`src/rtl/fetch_pkg.sv`:
```
// Shared definitions for the instruction fetch controller: FSM states,
// default geometry and a small saturating-counter helper.
package fetch_pkg;

  typedef enum logic [1:0] {
    IDLE = 2'd0,
    RUN  = 2'd1,
    DONE = 2'd2
  } fetch_state_e;

  localparam int          DEF_IW        = 8;
  localparam logic [8:0]  DEF_HALT_INST = 9'h1FF;

  function automatic logic [15:0] sat_inc16(input logic [15:0] value);
    if (value == 16'hFFFF) begin
      return value;
    end else begin
      return value + 16'd1;
    end
  endfunction

endpackage

```
`src/rtl/instr_fetch_ctrl.sv`:
```
// Instruction fetch controller: drives the ROM address, presents one registered
// instruction at a time to decode, and handles branches, halt and restart.
module instr_fetch_ctrl
  import fetch_pkg::*;
#(
  parameter int         IW        = DEF_IW,
  parameter logic [8:0] HALT_INST = DEF_HALT_INST
) (
  input  logic          Clk,
  input  logic          Reset,
  input  logic          Start,
  output logic [IW-1:0] InstAddress,
  input  logic [8:0]    InstIn,
  output logic [8:0]    Instr,
  output logic [IW-1:0] InstPC,
  output logic          InstValid,
  input  logic          InstReady,
  input  logic          BranchEn,
  input  logic          BranchRel,
  input  logic [IW-1:0] BranchTarget,
  output logic          Done,
  output logic [15:0]   InstCount
);

  localparam logic [IW-1:0] PC_ONE  = IW'(1);
  localparam logic [IW-1:0] PC_ZERO = IW'(0);

  fetch_state_e  state_r, state_nxt;
  logic [IW-1:0] pc_r, pc_nxt;
  logic [8:0]    instr_r, instr_nxt;
  logic [IW-1:0] ipc_r, ipc_nxt;
  logic          valid_r, valid_nxt;
  logic [15:0]   count_r, count_nxt;
  logic          done_r;
  logic          accept_s;

  assign accept_s = valid_r & InstReady;

  // Next-state logic; a taken branch outranks the sequential load, which in turn
  // turns into a halt when the fetched word is the halt instruction.
  always_comb begin
    state_nxt = state_r;
    pc_nxt    = pc_r;
    instr_nxt = instr_r;
    ipc_nxt   = ipc_r;
    valid_nxt = valid_r;
    count_nxt = count_r;
    case (state_r)
      IDLE, DONE: begin
        if (Start) begin
          state_nxt = RUN;
          pc_nxt    = PC_ZERO;
          valid_nxt = 1'b0;
          count_nxt = 16'd0;
        end else begin
          valid_nxt = 1'b0;
        end
      end
      RUN: begin
        if (accept_s) begin
          count_nxt = sat_inc16(count_r);
        end else begin
          count_nxt = count_r;
        end
        if (accept_s && BranchEn) begin
          pc_nxt    = BranchRel ? (ipc_r + BranchTarget) : BranchTarget;
          valid_nxt = 1'b0;
        end else if (!valid_r || accept_s) begin
          if (InstIn == HALT_INST) begin
            valid_nxt = 1'b0;
            state_nxt = DONE;
          end else begin
            instr_nxt = InstIn;
            ipc_nxt   = pc_r;
            valid_nxt = 1'b1;
            pc_nxt    = pc_r + PC_ONE;
          end
        end else begin
          pc_nxt = pc_r;
        end
      end
      default: begin
        state_nxt = IDLE;
        valid_nxt = 1'b0;
      end
    endcase
  end

  // State and output registers with synchronous reset.
  always_ff @(posedge Clk) begin
    if (Reset) begin
      state_r <= IDLE;
      pc_r    <= PC_ZERO;
      instr_r <= 9'd0;
      ipc_r   <= PC_ZERO;
      valid_r <= 1'b0;
      count_r <= 16'd0;
      done_r  <= 1'b0;
    end else begin
      state_r <= state_nxt;
      pc_r    <= pc_nxt;
      instr_r <= instr_nxt;
      ipc_r   <= ipc_nxt;
      valid_r <= valid_nxt;
      count_r <= count_nxt;
      done_r  <= (state_nxt == DONE);
    end
  end

  assign InstAddress = pc_r;
  assign Instr       = instr_r;
  assign InstPC      = ipc_r;
  assign InstValid   = valid_r;
  assign InstCount   = count_r;
  assign Done        = done_r;

endmodule

```
`config.mk`:
```
export PLATFORM = sky130hd
export DESIGN_NAME = instr_fetch_ctrl
export DESIGN_NICKNAME = d
export VERILOG_FILES = /design/src/rtl/fetch_pkg.sv /design/src/rtl/instr_fetch_ctrl.sv
export SDC_FILE = /design/constraint.sdc
export NUM_CORES = 1
export LEC_CHECK = 0
export BUFFER_PORTS_ARGS = -buffer_cell sky130_fd_sc_hd__buf_2
export CORE_ASPECT_RATIO = 1.2
export CORE_MARGIN = 3
export CORE_UTILIZATION = 58
export DETAILED_ROUTE_END_ITERATION = 8
export GPL_TIMING_DRIVEN = 0
export HOLD_SLACK_MARGIN = 0.15
export PLACE_DENSITY = 0.86
export SLEW_MARGIN = 0
export SYNTH_ARGS = -nofsm -noshare
export SYNTH_HDL_FRONTEND = slang
export SYNTH_SLANG_ARGS = --single-unit
export TNS_END_PERCENT = 50
```
`constraint.sdc`:
```
create_clock -name Clk -period 4.1 [get_ports Clk]
set_input_delay 0.205 -clock Clk [delete_from_list [all_inputs] [get_ports Clk]]
set_output_delay 0.205 -clock Clk [all_outputs]
set_load 0.02 [all_outputs]
```
==> results of run 1 <==
## power by group through the flow
stage	registers, mW	logic [mW]	clock network, mW
finish	0.455	0.133	0.272
global route	0.456	0.144	0.297
CTS	0.455	0.132	0.279
detailed placement	0.465	0.131	0
global placement	0.465	0.128	0
floorplan	0.475	0.0773	0
## worst paths after layout
check	slack, ns	endpoint	startpoint
worst max-delay path	1.92	InstAddress[7]	InstPC[4]
worst min-delay path	0.16	Instr[2]	InstIn[2]
worst max register to register	1.92	InstAddress[7]	InstPC[4]
worst min register to register	0.50	Instr[8]	Instr[8]
## layout make-up
cell class | instances | area (sq um) | area share, %
buffer | 15 | 86.3 | 2.72
clock buffer | 7 | 76.3 | 2.40
clock inverter | 1 | 7.51 | 0.236
inverter | 3 | 11.3 | 0.354
multi-input combinational | 249 | 1700 | 53.4
sequential | 45 | 901 | 28.3
tap | 56 | 70.1 | 2.20
timing repair buffer | 65 | 330 | 10.4
## synthesized netlist by cell type, types with 3 or more instances
library cell	instances
nor2b_1	4
ha_1	9
or3_1	9
buf_6	3
o221a_2	3
nor2_1	32
o211ai_1	3
a21o_1	3
nand2b_1	6
nor3_1	6
clkbuf_1	5
nand3_1	21
and3_1	4
a21oi_1	17
buf_1	3
o21a_1	4
a211oi_1	10
dfxtp_1	45
inv_1	3
nand2_1	24
xnor2_1	5
nor3b_1	5
o21ai_0	14
mux2i_1	22
a2111o_1	5
## critical path: stages (launching register included)
cell and delay [ns]:
dfxtp_1 0.33, ha_1 0.33, o21ai_0 0.17, a2111oi_0 0.50, o311ai_0 0.26, nor3b_1 0.20, o31a_1 0.29
## per-layer routing
metal | GRT usage, % | up-vias | routed length, um
li1 | - | 1310 | -
met1 | 29.2 | 1291 | 2860
met2 | 47.5 | 80 | 3470
met3 | 4.48 | 11 | 338
met4 | 7.55 | 0 | 79
met5 | 0 | - | 0
## sequential cells by signal (all words and copies together), names as in the netlist
| name | cells |
|---|---|
| state_r | 2 |
| InstValid | 1 |
| Done | 1 |
| InstCount | 16 |
| Instr | 9 |
| InstPC | 8 |
| InstAddress | 8 |
## cells by family (layout without fill, tap and decap cells)
| kind of cell | after synthesis | count (layout) | share of synthesized area, % |
|---|---|---|---|
| fa+ha+maj | 10 | 10 | 4.92 |
| buf+inv | 18 | 91 | 3.62 |
| compound gates | 83 | 83 | 22.5 |
| xor+xnor | 7 | 7 | 2.27 |
| simple gates | 127 | 127 | 25.1 |
| flops | 45 | 45 | 33.4 |
| mux | 22 | 22 | 8.17 |
## timing repair
item,CTS,global route
setup endpoints to repair,0,0
hold buffers,1,0
hold endpoints to repair,1,0
## through the flow
stage | cell area (sq um) | instances | power (mW)
after global placement | 3090 | 432 | 0.593
after CTS | 3180 | 441 | 0.866
after global routing | 3180 | 441 | 0.897
after floorplan | 2700 | 312 | 0.552
final | 3180 | 441 | 0.860
after detailed placement | 3090 | 432 | 0.596
==> flow_metrics.env, run 1 <==
export IMPL_final_cell_mix="buf_2 (66), dfxtp_1 (45), nor2_1 (32)"
export IMPL_cts_buffers=5
export IMPL_initial_utilization_pct=61.8
export IMPL_worst_hold_path_type="input pin to register"
export IMPL_clock_latency_ns=0.30
export IMPL_layout_commonest_cell="buf_2"
export IMPL_hold_viol=0
export IMPL_die_w_um=68.2
export IMPL_hold_ws_ns=0.161
export IMPL_path_max_fanout=4
export IMPL_power_frac_comb_pct=15.4
export IMPL_post_cts_setup_buffers=0
export IMPL_fmaxAchievable_mhz=458
export IMPL_arrival_ns=2.38
export IMPL_netlist_area_sq_um=2700
export IMPL_drv_cap=0
export IMPL_antenna_left=0
export IMPL_synth_seq_cells=45
export IMPL_clk_pin_slew_worst_paths_ns=0.09
export IMPL_final_min_clock_period_ns=2.18
export IMPL_critPathCaptureType="register"
export IMPL_nets=417
export IMPL_rsz0062_at_grt="false"
export IMPL_num_rows=26
export IMPL_ir_drop_v=0.000191
export IMPL_worstPathRequired_ns=4.30
export IMPL_grt_pass1_wl_um=11000
export IMPL_worstSetupPathType="register to register"
export IMPL_pwr_share_seq_pct=52.9
export IMPL_io_buffers=64
export IMPL_die_y_um=80.7
export IMPL_area_growth_pct=18.0
export IMPL_cts_tree="done"
export IMPL_yosysTopAreaCellShare_pct=33.4
export IMPL_io_pins=66
export IMPL_diodes=0
export IMPL_fin_crit_sh_pct=53.3
export IMPL_leakage_nw=1.33
export IMPL_grt_overflow=0
export IMPL_avgSynthCellArea_sq_um=8.64
export IMPL_core_area_sq_um=4360
export IMPL_fin_setup_tns_ns=0
export IMPL_drtIter0Drc=165
export IMPL_drt_first_pass_iters=4
export IMPL_drive_above_1_share_pct=24.2
export IMPL_place_congestion=0.802
export IMPL_grt_usage_pct=25.7
export IMPL_grt_pass1_vias=2518
export IMPL_cts_sinks=45
export IMPL_wl_per_cell_um=15.3
export IMPL_dieArea_sq_um=5500
export IMPL_async_flop_share_pct=0
export IMPL_netlist_instances=312
export IMPL_synth_distinct_cells=62
export IMPL_synth_edf_count=0
export IMPL_clock_path_buffers=2
export IMPL_post_route_util_pct=72.9
export IMPL_synth_area_leaders="dfxtp_1 (33%), mux2i_1 (8.2%), nor2_1 (4.5%)"
export IMPL_grt_start_max_net_pins=14
export IMPL_min_path_cells=3
export IMPL_cts_repair_resized=0
export IMPL_hpwl_um=5090
export IMPL_outcome="completed"
export IMPL_syn_num_nets=345
export IMPL_cts_htree_levels=2
export IMPL_place_ws_ns=2.01
export IMPL_viasPerCell=6.10
export IMPL_setup_violations=0
export IMPL_yosysWarnings=0
export IMPL_finalWorstSetupSlack_ns=1.92
export IMPL_worstSetupStartpointType="register"
export IMPL_tightest_slew_ns=0.658
export IMPL_cts_root_buffer="clkbuf_8"
export IMPL_remaining_drc_errors=0
export IMPL_report_final_slew_viol_count=0
export IMPL_synth_area_leader_cell="dfxtp_1"
export IMPL_r2r_cells=6
export IMPL_drt_wl_total_um=6750
export IMPL_slew_headroom_pct=56.0
export IMPL_power_switching_uw=240
export IMPL_clockPowerShare_pct=31.6
export IMPL_synth_seq_area_share_pct=33.4
export IMPL_yosys_most_used_dff="dfxtp_1"
export IMPL_antenna_found_initial=0
export IMPL_finalClockSkew_ns=0.00869
export IMPL_internal_power_uw=620
export IMPL_n_fill_cell=374
export IMPL_via_count=2692
export IMPL_swShare_pct=27.9
export IMPL_power_density_nw_per_um2=270
Note: power is estimated with default switching activity, not from simulation.
==> run 2, diff against run 1 <==
--- a/config.mk
+++ b/config.mk
@@ -8,11 +8,11 @@
 export BUFFER_PORTS_ARGS = -buffer_cell sky130_fd_sc_hd__buf_2
 export CORE_ASPECT_RATIO = 1.2
 export CORE_MARGIN = 3
-export CORE_UTILIZATION = 58
+export CORE_UTILIZATION = 54
 export DETAILED_ROUTE_END_ITERATION = 8
 export GPL_TIMING_DRIVEN = 0
 export HOLD_SLACK_MARGIN = 0.15
-export PLACE_DENSITY = 0.86
+export PLACE_DENSITY = 0.81
 export SLEW_MARGIN = 0
 export SYNTH_ARGS = -nofsm -noshare
 export SYNTH_HDL_FRONTEND = slang
==> constraint.sdc (replaced) <==
create_clock -name Clk -period 2.12 [get_ports Clk]
set_input_delay 0.106 -clock Clk [delete_from_list [all_inputs] [get_ports Clk]]
set_output_delay 0.106 -clock Clk [all_outputs]
set_load 0.02 [all_outputs]
==> flow_metrics.env, run 2 (same netlist as run 1, synthesis figures left out) <==
export IMPL_arrival_ns=2.19
export IMPL_diodes=0
export IMPL_clk_pin_slew_worst_paths_ns=0.08
export IMPL_fin_crit_sh_pct=94.2
export IMPL_drt_first_pass_iters=4
export IMPL_post_cts_setup_buffers=0
export IMPL_outcome="completed"
export IMPL_hpwl_um=5200
export IMPL_place_ws_ns=0.0220
export IMPL_rsz0062_at_grt="true"
export IMPL_crit_slowest_cell="ha_1"
export IMPL_finalClockSkew_ns=0.00476
export IMPL_final_min_clock_period_ns=2.00
export IMPL_slew_headroom_pct=55.3
export IMPL_path_max_fanout=5
export IMPL_cts_buffers=5
export IMPL_nets=425
export IMPL_worstSetupStartpointType="register"
export IMPL_fin_setup_tns_ns=0
export IMPL_path_depth=6
export IMPL_max_stage_delay_ns=0.38
export IMPL_cts_htree_levels=2
export IMPL_io_buffers=64
export IMPL_via_count=2647
export IMPL_worst_path_buf_inv=0
export IMPL_antenna_left=0
export IMPL_ir_drop_v=0.000389
export IMPL_drive_above_1_share_pct=25.2
export IMPL_final_area_sq_um=3300
export IMPL_dpl_cell_area_sq_um=3090
export IMPL_post_route_util_pct=70.2
export IMPL_dieArea_sq_um=5880
export IMPL_report_final_slew_viol_count=0
export IMPL_core_area_sq_um=4700
export IMPL_grt_pass1_wl_um=12000
export IMPL_worstPathCellList="ha_1, o21ai_0, o21a_1, o311ai_1, a21boi_0, o31a_1"
export IMPL_layout_commonest_cell="buf_2"
export IMPL_io_pins=66
export IMPL_drv_cap=0
export IMPL_tightest_slew_ns=0.668
export IMPL_area_growth_pct=22.4
export IMPL_power_frac_comb_pct=15.5
export IMPL_critPathCaptureType="register"
export IMPL_clock_path_buffers=2
export IMPL_setup_violations=0
export IMPL_power_switching_uw=467
export IMPL_clockPowerShare_pct=33.7
export IMPL_power_density_nw_per_um2=527
export IMPL_pwr_share_seq_pct=50.7
export IMPL_initial_utilization_pct=57.4
export IMPL_r2r_cells=6
export IMPL_place_congestion=0.817
export IMPL_clock_latency_ns=0.29
export IMPL_num_rows=27
export IMPL_internal_power_mw=1.27
export IMPL_leakage_nw=1.38
export IMPL_swShare_pct=26.9
export IMPL_die_y_um=83.4
export IMPL_n_fill_cell=403
export IMPL_wl_per_cell_um=15.4
export IMPL_grt_start_max_net_pins=14
export IMPL_drtIter0Drc=153
export IMPL_worst_hold_path_type="input pin to register"
export IMPL_crit_family="compound AO/OA/AOI/OAI gates"
export IMPL_worstPathRequired_ns=2.31
export IMPL_min_path_cells=4
export IMPL_fmaxAchievable_mhz=501
export IMPL_final_cell_mix="buf_2 (66), dfxtp_1 (45), nor2_1 (32)"
export IMPL_die_w_um=70.5
export IMPL_antenna_found_initial=0
export IMPL_drt_wl_total_um=6950
export IMPL_largest_reg_flops=16
export IMPL_cts_root_buffer="clkbuf_8"
export IMPL_grt_usage_pct=24.3
export IMPL_viasPerCell=5.87
export IMPL_cts_tree="done"
export IMPL_grt_pass1_vias=2664
export IMPL_grt_overflow=0
export IMPL_worstSetupPathType="register to register"
export IMPL_hold_viol=0
export IMPL_finalWorstSetupSlack_ns=0.122
export IMPL_remaining_drc_errors=0
export IMPL_cts_sinks=45
-- run 2: final timing paths --
| check | to | slack, ns | from |
|---|---|---|---|
| setup / recovery | InstAddress[7] | 0.12 | InstPC[2] |
| hold / removal | InstAddress[4] | 0.23 | BranchTarget[4] |
| setup reg to reg | InstAddress[7] | 0.12 | InstPC[2] |
| hold reg to reg | InstCount[9] | 0.51 | InstCount[9] |
-- run 2: timing repair --
item | in CTS | in global routing
hold buffers | 9 | 0
gates resized for setup | 0 | 6
endpoints found under the setup margin | 0 | 3
endpoints found under the hold margin | 9 | 0
-- run 2: worst reg2reg max path: stages, from the launching register on --
cell and delay, ns:
dfxtp_1 0.33, ha_1 0.38, o21ai_0 0.19, o21a_1 0.24, o311ai_1 0.31, a21boi_0 0.15
o31a_1 0.31
-- run 2: routing by layer --
layer / track usage (%) / vias up / wire [um]
met5: 0 / - / 0
met4: 7.67 / 0 / 119
met3: 3.39 / 11 / 284
met2: 42.8 / 64 / 3550
met1: 30.1 / 1242 / 3000
li1: - / 1330 / -
-- run 2: stage by stage --
step           hold WS (ns)  std cells  power (mW)
6_report              0.232        451        1.74
5_1_grt               0.257        451        1.81
4_1_cts               0.217        451        1.74
3_5_place_dp          0.369        434        1.15
3_3_place_gp          0.361        434        1.15
2_1_floorplan         0.253        312        1.07
-- run 2: power groups by stage --
stage,Combinational [mW],Sequential [mW],Clock [mW]
after floorplan,0.150,0.918,0
after global placement,0.248,0.899,0
after detailed placement,0.252,0.900,0
after CTS,0.266,0.880,0.594
after global routing,0.295,0.884,0.630
final,0.270,0.881,0.586
-- run 2: area by class of cell --
type                       count  area (sq um)  share of cell area, %
inverter                       3          11.3                  0.341
timing repair buffer          73           410                   12.4
multi-input combinational    249          1720                   52.0
tap                           58          72.6                   2.20
sequential                    45           901                   27.3
clock inverter                 1          5.00                  0.152
buffer                        15          86.3                   2.62
clock buffer                   7          96.3                   2.92
